===== config.mk =====
export PLATFORM = sky130hd
export DESIGN_NAME = uart_rx_flow
export DESIGN_NICKNAME = d
export VERILOG_FILES = /design/src/rtl/uart_rx_flow.sv
export SDC_FILE = /design/constraint.sdc
export NUM_CORES = 1
export LEC_CHECK = 0
export CAP_MARGIN = 20
export CORE_MARGIN = 2
export CORE_UTILIZATION = 40
export CTS_BUF_LIST = sky130_fd_sc_hd__clkbuf_16
export DETAILED_ROUTE_END_ITERATION = 10
export PLACE_DENSITY = 0.53
export SETUP_SLACK_MARGIN = 0.05
export SKIP_CTS_REPAIR_TIMING = 1
export SLEW_MARGIN = 20
export SYNTH_ARGS = -nofsm -noshare
export SYNTH_HDL_FRONTEND = slang
export SYNTH_SLANG_ARGS = --single-unit
export TNS_END_PERCENT = 5

===== constraint.sdc =====
create_clock -name CLK -period 9 [get_ports CLK]
set_input_delay 2.25 -clock CLK [delete_from_list [all_inputs] [get_ports CLK]]
set_output_delay 2.25 -clock CLK [all_outputs]
set_load 0.005 [all_outputs]

===== src/rtl/uart_rx_flow.sv =====
// uart_rx_flow -- UART receive endpoint with FIFO buffering and RTS flow control.
//
// Deserialises 8N1 / 8O1 / 8E1 frames from UART_RXD, checks parity and the
// stop bit, and pushes good bytes into a first-word-fall-through FIFO.
// UART_RTS is driven from the FIFO occupancy with hysteresis so that the far
// end, which gates its transmitter on CTS, pauses before the buffer overruns.
//
// Ports:
//   CLK        clock
//   RST        asynchronous, active-high reset
//   UART_RXD   serial input, idle high, asynchronous to CLK
//   UART_RTS   0 = ready to receive, 1 = far end must pause (registered)
//   RD_DATA    FIFO head byte (0 while the FIFO is empty)
//   RD_VALID   FIFO not empty
//   RD_READY   consumer accepts the head byte
//   FIFO_LEVEL current occupancy, 0..FIFO_DEPTH (registered)
//   PARITY_ERR one-cycle pulse: frame dropped for bad parity
//   FRAME_ERR  one-cycle pulse: frame dropped because the stop bit was low
//   OVERRUN    one-cycle pulse: good frame dropped because the FIFO was full
//   DBG_STATE  receiver FSM state (encoding: see localparams below)
//
// Read handshake: a byte transfers on every rising CLK edge where
// RD_VALID = 1 and RD_READY = 1. RD_VALID never depends on RD_READY, and
// RD_READY is ignored while RD_VALID = 0.

module uart_rx_flow #(
  parameter int CLKS_PER_BIT = 72,
  parameter int P_PARITY     = 1,
  parameter int FIFO_DEPTH   = 16,
  parameter int RTS_HI_WM    = 12,
  parameter int RTS_LO_WM    = 4
) (
  input  logic                          CLK,
  input  logic                          RST,
  input  logic                          UART_RXD,
  output logic                          UART_RTS,
  output logic [7:0]                    RD_DATA,
  output logic                          RD_VALID,
  input  logic                          RD_READY,
  output logic [$clog2(FIFO_DEPTH):0]   FIFO_LEVEL,
  output logic                          PARITY_ERR,
  output logic                          FRAME_ERR,
  output logic                          OVERRUN,
  output logic [2:0]                    DBG_STATE
);

  localparam int AW = $clog2(FIFO_DEPTH);
  localparam int LW = AW + 1;

  localparam logic [2:0] S_IDLE   = 3'd0;
  localparam logic [2:0] S_START  = 3'd1;
  localparam logic [2:0] S_DATA   = 3'd2;
  localparam logic [2:0] S_PARITY = 3'd3;
  localparam logic [2:0] S_STOP   = 3'd4;
  localparam logic [2:0] S_BREAK  = 3'd5;

  // Half a bit period lands the first sample in the middle of the start bit;
  // every later sample is one full bit period after the previous one.
  localparam logic [15:0] HALF_LOAD = 16'(CLKS_PER_BIT / 2 - 1);
  localparam logic [15:0] FULL_LOAD = 16'(CLKS_PER_BIT - 1);

  // Value that (data XOR parity bit) must take for a good frame.
  localparam logic PAR_EXPECT = (P_PARITY == 1);

  localparam logic [AW:0]   PTR_ONE   = 1;
  localparam logic [LW-1:0] LEVEL_ONE = 1;
  localparam logic [LW-1:0] HI_WM     = LW'(RTS_HI_WM);
  localparam logic [LW-1:0] LO_WM     = LW'(RTS_LO_WM);

  // ---------------------------------------------------------------------
  // RXD synchroniser (resets to the idle line level)
  // ---------------------------------------------------------------------
  logic rx_meta;
  logic rxs;

  always_ff @(posedge CLK or posedge RST) begin
    if (RST) begin
      rx_meta <= 1'b1;
      rxs     <= 1'b1;
    end else begin
      rx_meta <= UART_RXD;
      rxs     <= rx_meta;
    end
  end

  // ---------------------------------------------------------------------
  // Receiver FSM
  // ---------------------------------------------------------------------
  logic [2:0]  state;
  logic [15:0] baud_cnt;
  logic [2:0]  bit_cnt;
  logic [7:0]  shift;
  logic        par_bad;
  logic        push_req;
  logic        parity_err_q;
  logic        frame_err_q;
  logic        baud_tick;

  assign baud_tick = (baud_cnt == 16'd0);

  always_ff @(posedge CLK or posedge RST) begin
    if (RST) begin
      state        <= S_IDLE;
      baud_cnt     <= 16'd0;
      bit_cnt      <= 3'd0;
      shift        <= 8'd0;
      par_bad      <= 1'b0;
      push_req     <= 1'b0;
      parity_err_q <= 1'b0;
      frame_err_q  <= 1'b0;
    end else begin
      push_req     <= 1'b0;
      parity_err_q <= 1'b0;
      frame_err_q  <= 1'b0;
      case (state)
        S_IDLE: begin
          if (!rxs) begin
            state    <= S_START;
            baud_cnt <= HALF_LOAD;
          end
        end
        S_START: begin
          if (baud_tick) begin
            if (rxs) begin
              // Line went back high before mid start bit: a glitch.
              state <= S_IDLE;
            end else begin
              state    <= S_DATA;
              baud_cnt <= FULL_LOAD;
              bit_cnt  <= 3'd0;
              par_bad  <= 1'b0;
            end
          end else begin
            baud_cnt <= baud_cnt - 16'd1;
          end
        end
        S_DATA: begin
          if (baud_tick) begin
            shift    <= {rxs, shift[7:1]};
            baud_cnt <= FULL_LOAD;
            bit_cnt  <= bit_cnt + 3'd1;
            if (bit_cnt == 3'd7) begin
              state <= (P_PARITY == 0) ? S_STOP : S_PARITY;
            end
          end else begin
            baud_cnt <= baud_cnt - 16'd1;
          end
        end
        S_PARITY: begin
          if (baud_tick) begin
            par_bad  <= (^shift) ^ rxs ^ PAR_EXPECT;
            baud_cnt <= FULL_LOAD;
            state    <= S_STOP;
          end else begin
            baud_cnt <= baud_cnt - 16'd1;
          end
        end
        S_STOP: begin
          if (baud_tick) begin
            if (!rxs) begin
              // A low stop bit wins over a parity fault.
              frame_err_q <= 1'b1;
              state       <= S_BREAK;
            end else if (par_bad) begin
              parity_err_q <= 1'b1;
              state        <= S_IDLE;
            end else begin
              // shift stays stable until the next frame's first data sample,
              // so the FIFO can take it directly in the following cycle.
              push_req <= 1'b1;
              state    <= S_IDLE;
            end
          end else begin
            baud_cnt <= baud_cnt - 16'd1;
          end
        end
        S_BREAK: begin
          // Wait out a held-low line so it reports only one framing error.
          if (rxs) begin
            state <= S_IDLE;
          end
        end
        default: state <= S_IDLE;
      endcase
    end
  end

  assign DBG_STATE  = state;
  assign PARITY_ERR = parity_err_q;
  assign FRAME_ERR  = frame_err_q;

  // ---------------------------------------------------------------------
  // FIFO (first-word-fall-through)
  // ---------------------------------------------------------------------
  logic [7:0]    mem [FIFO_DEPTH];
  logic [AW:0]   wr_ptr;
  logic [AW:0]   rd_ptr;
  logic [LW-1:0] level;
  logic          fifo_empty;
  logic          fifo_full;
  logic          pop;
  logic          push_ok;
  logic          overrun_q;
  logic          rts_q;

  assign fifo_empty = (wr_ptr == rd_ptr);
  // Same slot index but opposite wrap bit means the writer lapped the reader.
  assign fifo_full  = (wr_ptr[AW] != rd_ptr[AW]) &&
                      (wr_ptr[AW-1:0] == rd_ptr[AW-1:0]);
  assign pop        = !fifo_empty && RD_READY;
  // A simultaneous pop frees the slot, so a push into a full FIFO still lands.
  assign push_ok    = push_req && (!fifo_full || pop);

  always_ff @(posedge CLK) begin
    if (push_ok) begin
      mem[wr_ptr[AW-1:0]] <= shift;
    end
  end

  always_ff @(posedge CLK or posedge RST) begin
    if (RST) begin
      wr_ptr    <= '0;
      rd_ptr    <= '0;
      level     <= '0;
      overrun_q <= 1'b0;
      rts_q     <= 1'b0;
    end else begin
      if (push_ok) begin
        wr_ptr <= wr_ptr + PTR_ONE;
      end
      if (pop) begin
        rd_ptr <= rd_ptr + PTR_ONE;
      end
      if (push_ok && !pop) begin
        level <= level + LEVEL_ONE;
      end else if (!push_ok && pop) begin
        level <= level - LEVEL_ONE;
      end
      overrun_q <= push_req && !push_ok;
      // Hysteresis: follows the registered level, so RTS moves one cycle
      // after the level crosses a watermark and holds in between.
      if (level >= HI_WM) begin
        rts_q <= 1'b1;
      end else if (level <= LO_WM) begin
        rts_q <= 1'b0;
      end
    end
  end

  assign RD_VALID   = !fifo_empty;
  assign RD_DATA    = fifo_empty ? 8'd0 : mem[rd_ptr[AW-1:0]];
  assign FIFO_LEVEL = level;
  assign OVERRUN    = overrun_q;
  assign UART_RTS   = rts_q;

endmodule


# Word-level counts from Yosys, hierarchy flattened
# Memory sizes are Yosys's and may differ from the RTL's.
# Cells that the tools add are included.
totals:
  out_inout_bits: 21
  memories: 1
  ram_bits: 128
  reg_bits: 53
classes:
  n_reduce_logical: 25
  mux: 42
  bitwise_logic: 2
  add_sub_neg: 6
  eq_ne: 19
  magnitude_cmp: 2
memory_table:
  columns: ["memory", "depth", "word_bits", "rd", "rd_ports_with_merged_regs", "wr", "line", "text"]
  rows:
  - ["mem", 16, 8, 1, 0, 1, "195", "logic [7:0] mem [FIFO_DEPTH];"]
ops:
  columns: ["operator", "n"]
  rows:
  - ["2-to-1 mux 16 bit", 5]
  - ["one-hot mux 16 bit (4 select lines)", 1]
  - ["2-to-1 mux 3 bit", 11]
  - ["2-to-1 mux 1 bit", 18]
  - ["inequality test 2 bit (second input constant)", 9]
  - ["one-hot mux 3 bit (6 select lines)", 1]
  - ["logical NOT 16 bit", 1]
  - ["subtractor 16 x 1 -> 16 bit (second input constant)", 1]
  - ["adder 5 x 1 -> 5 bit (second input constant)", 3]
  - ["AND reduction 4 bit", 3]
  - ["2-to-1 mux 5 bit", 2]
  - ["equality test 3 bit (second input constant)", 3]
  - ["2-to-1 mux 8 bit", 1]
  - ["nonzero test 2 bit", 4]
  - ["parity 8 bit", 1]
  - ["AND reduction 7 bit", 1]
  - ["equality test 3 x 2 -> 1 bit (second input constant)", 2]
  - ["logical AND 1 bit", 6]
  - ["one-hot mux 3 bit (2 select lines)", 1]
  - ["equality test 5 bit", 1]
  - [">= comparator 5 x 4 -> 1 bit (second input constant)", 1]
  - ["<= comparator 5 x 3 -> 1 bit (second input constant)", 1]
  - ["subtractor 5 x 1 -> 5 bit (second input constant)", 1]
  - ["equality test 4 bit", 1]
  - ["14 further kinds", 17]

# Longest topological paths before layout
depth:
  ltp_word: 9
  ltp_mapped: 15
  mapped_depth_nobuf: 13

# Worst setup path before layout
# OpenSTA, ideal clock, no wires.
synth_timing:
  path_type: "input -> register"
  start: "input RD_READY"
  end: "register level[4], in the netlist FIFO_LEVEL[4]"
  path_stages: 10
  t_required_ps: 8921
  setup_time_ps: 79
  arrival_ps: 4193
  setup_slack_ps: 4727
  cell_sequence: "o31a_1 -> clkbuf_1 -> ha_1 -> inv_1 -> ha_1 -> nor2b_1 -> o21a_1 -> or3_1 -> a21oi_1 -> xor2_1"
synth_via:
  elab_chain_len: 6
synth_rtl:
  columns: ["element", "line", "text"]
  rows:
  - ["from (decl)", "39", "input logic RD_READY,"]
  - ["logical AND 1 bit *", "210", "assign pop = !fifo_empty && RD_READY;"]
  - ["logical OR 1 bit *", "212", "assign push_ok = push_req && (!fifo_full || pop);"]
  - ["logical AND 1 bit *", "212", null]
  - ["named net push_ok", "202", "logic push_ok;"]
  - ["logical NOT 1 bit", "236", "end else if (!push_ok && pop) begin"]
  - ["logical AND 1 bit", "236", null]
  - ["nonzero test 2 bit (no source line)", null, null]
  - ["to (signal assigned)", "235", "level <= level + LEVEL_ONE;"]
  - ["to (signal assigned)", "237", "level <= level - LEVEL_ONE;"]
  - ["to (decl)", "198", "logic [LW-1:0] level;"]
# Mark *: on every way through the listed nets, which the timed path passes. The rest lies on a longest branch.
# A chain may end at the register's enable or synchronous reset.

# Worst setup path in the final report
layout_timing:
  start: "register rd_ptr[0]"
  end: "output RD_DATA[4]"
layout_via:
  elab_chain_len: 2
layout_rtl:
  columns: ["element", "line", "text"]
  rows:
  - ["from (decl)", "197", "logic [AW:0] rd_ptr;"]
  - ["from (signal assigned)", "232", "rd_ptr <= rd_ptr + PTR_ONE;"]
  - ["memory read (16 x 8 bit) / equality test 5 bit (equally long branches)", null, null]
  - ["2-to-1 mux 8 bit *", "251", "assign RD_DATA = fifo_empty ? 8'd0 : mem[rd_ptr[AW-1:0]];"]
  - ["to (decl)", "37", "output logic [7:0] RD_DATA,"]
# Every way passes the cells marked *; elsewhere a longest branch is shown, timed or not.

==> flow_metrics.env <==
export IMPL_outcome="finished, final reports clean"
export IMPL_cts_sinks=181
export IMPL_highest_layer="met4"
export IMPL_synth_seq_cells=181
export IMPL_gp_congestion=0.7853
export IMPL_ys_async_sr_fraction=0.2928
export IMPL_met3_length_um=596
export IMPL_dp_cells=761
export IMPL_grt_usage=0.1719
export IMPL_die_w_um=144.8
export IMPL_synth_avg_cell_area_um2=16.14
export IMPL_cts_tree="yes"
export IMPL_grt_pass1_wl_um=26000
export IMPL_drc=0
export IMPL_cp_startpoint="rd_ptr[0]$_DFFE_PP0P_"
export IMPL_fin_ws_ps=3442
export IMPL_io_buffers=24
export IMPL_hold_class="reg2reg"
export IMPL_drt_wl_total_um=16590
export IMPL_reg2reg_from="rd_ptr[2]$_DFFE_PP0P_"
export IMPL_cp_end_kind="primary output"
export IMPL_first_pass_iters=5
export IMPL_design_area_um2=9015
export IMPL_place_area_um2=8416
export IMPL_hpwl_um=10700
export IMPL_fin_tns_setup_ps=0
export IMPL_synth_top_area_frac=0.4850
export IMPL_antennaDiodeCount=0
export IMPL_fin_crit_sh=0.6175
export IMPL_grt_pass1_vias=4337
export IMPL_critPathMaxFanout=24
export IMPL_finalCriticalPeriod_ps=5558
export IMPL_hold_start="rx_meta$_DFF_PP1_"
export IMPL_ys_types=66
export IMPL_pre_cts_ws_ps=3830
export IMPL_grt_max_degree=54
export IMPL_clk_path_buf_depth=2
export IMPL_whs_ps=357.6
export IMPL_drt_iter0_markers=363
export IMPL_drv_cap=0
export IMPL_timing_critical_path_from_type="register"
export IMPL_antenna_found_initial=0
export IMPL_arrival_ps=3310
export IMPL_overflow=0
export IMPL_required_ps=6750
export IMPL_numCtsBuffers=17
export IMPL_antenna_left=0
export IMPL_synth_fp_nets=509
export IMPL_routedLengthMet1_um=7795
export IMPL_drt_wirelength_per_cell_um=20.92
export IMPL_p_leak_nw=3.263
export IMPL_fp_dieArea_um2=20950
export IMPL_dr_total_vias=4335
export IMPL_ys_warn_count=0
export IMPL_vdd_drop_max_mv=0.1299
export IMPL_nNetsFinal=533
export IMPL_p_per_area_nw_per_um2=269.1
export IMPL_p_total_mw=2.426
export IMPL_yosysSeqAreaShare=0.6527
export IMPL_yosysTopAreaCell="edfxtp_1"
export IMPL_core_area_um2=19460
export IMPL_fmax_mhz=179.9
export IMPL_crit_type="reg2out"
export IMPL_final_max_slew_viol_count=0
export IMPL_fin_util=0.4632
export IMPL_instances_no_fill=793
export IMPL_max_slew_margin_rel=0.4782
export IMPL_setup_viol=0
export IMPL_rsz0062_at_grt="no"
export IMPL_synthFlopType="edfxtp_1"
export IMPL_cts_root_buf="clkbuf_16"
export IMPL_wl_met2_um=7973
export IMPL_die_height_um=144.8
export IMPL_synthCells=491
export IMPL_ios=25
export IMPL_clock_latency_ps=430
export IMPL_start_util=0.4072
export IMPL_yosys_top_cells_area="edfxtp_1 49%, dfrtp_1 16%, mux4_2 11%"
export IMPL_h_tree_depth=4
export IMPL_tightest_slew_ps=782.7
export IMPL_syn_area_um2=7925
export IMPL_hold_viol_final=0
export IMPL_vias_per_cell=5.467
export IMPL_clk_pin_slew_ps=70
export IMPL_row_count=51
export IMPL_areaGrowthSynthToFinish_pct=13.75
export IMPL_drive_gt1_frac=0.1932
export IMPL_skew_ps=8.888
export IMPL_synth_edff_count=128
[path summary, 6_finish.rpt]
check                                       endpoint  slack [ps]  cells past startpoint
max                                       RD_DATA[4]        3440                      5
min                                    rxs$_DFF_PP1_         360                      0
max reg2reg                FIFO_LEVEL[4]$_DFFE_PP0P_        5360                     13
min reg2reg                            rxs$_DFF_PP1_         360                      0
max in group asynchronous      rd_ptr[0]$_DFFE_PP0P_        6170                      3
min in group asynchronous       UART_RTS$_DFFE_PP0P_        2330                      3
[final cells by class]
class,instances,area (um2)
clock inverters,15,173.9
inverters,13,48.80
flip-flops and latches,181,5174
multi-input cells,274,2591
repair buffers,28,270.3
clock buffers,17,425.4
well taps,265,331.6
fillers,1668,10450
[power breakdown]
part | switching [mW] | internal [mW] | leakage, nW | total, mW
combinational | 0.265 | 0.322 | 1.07 | 0.587
clock | 0.330 | 0.417 | 0.290 | 0.746
sequential | 0.148 | 0.945 | 1.90 | 1.09
[Yosys cell counts (all sizes together), types with 2 or more instances]
master / count
buf: 10
nand2b: 8
nor4: 9
a22o: 2
nor4b: 2
ha: 13
clkbuf: 13
a22oi: 3
edfxtp: 128
nor2b: 3
xor2: 9
a31oi: 2
nand3: 4
nand4: 7
xnor2: 18
a32o: 2
nand3b: 2
nor3: 11
and3: 17
o21a: 5
a21o: 3
inv: 13
nor3b: 2
o21ai: 18
a311oi: 2
a21boi: 2
mux2: 9
a21oi: 14
o2bb2ai: 2
and2: 10
dfstp: 2
dfrtp: 51
nor2: 21
mux4: 40
o211ai: 2
nand2: 16
[cells in the final DEF (no fill, tap or decap), types with 16 or more instances in the layout]
cell type,synthesis,layout
clkbuf_16,0,17
and3_1,17,17
xnor2_1,18,18
edfxtp_1,128,128
nand2_1,16,16
clkdlybuf4s50_1,0,24
nor2_1,20,20
dfrtp_1,51,50
mux4_2,40,40
o21ai_0,16,16
[state kept, by name, summed over array words and instances (netlist names), 3 cells and up]
| register | flops |
|---|---|
| mem | 128 |
| shift | 8 |
| baud_cnt | 16 |
| DBG_STATE | 3 |
| bit_cnt | 3 |
| rd_ptr | 5 |
| FIFO_LEVEL | 5 |
| wr_ptr | 5 |
[critical path: stages (launching register included)]
cell             delay [ps]
dfrtp_2                 640
buf_4                   500
mux4_2                  580
mux4_2                  510
and2_1                  180
clkdlybuf4s50_1         440
[routing by layer]
layer	up-vias	global-route usage
li1	1963	-
met1	2276	0.2393
met2	78	0.2701
met3	18	0.03883
met4	0	0.05468
met5	-	0
[cell families (layout without fill, tap and decap cells)]
logic type / after synthesis / in the layout / share of synthesized area
flip-flops: 181 / 181 / 0.6527
AND/OR/NAND/NOR: 117 / 117 / 0.08936
AO/OA/AOI/OAI: 66 / 66 / 0.05700
multiplexers: 50 / 50 / 0.1277
buffers and inverters: 36 / 73 / 0.02037
XOR/XNOR: 27 / 27 / 0.02984
adder cells (fa/ha/maj): 14 / 14 / 0.02305
Note: power is estimated with default switching activity, not from simulation.
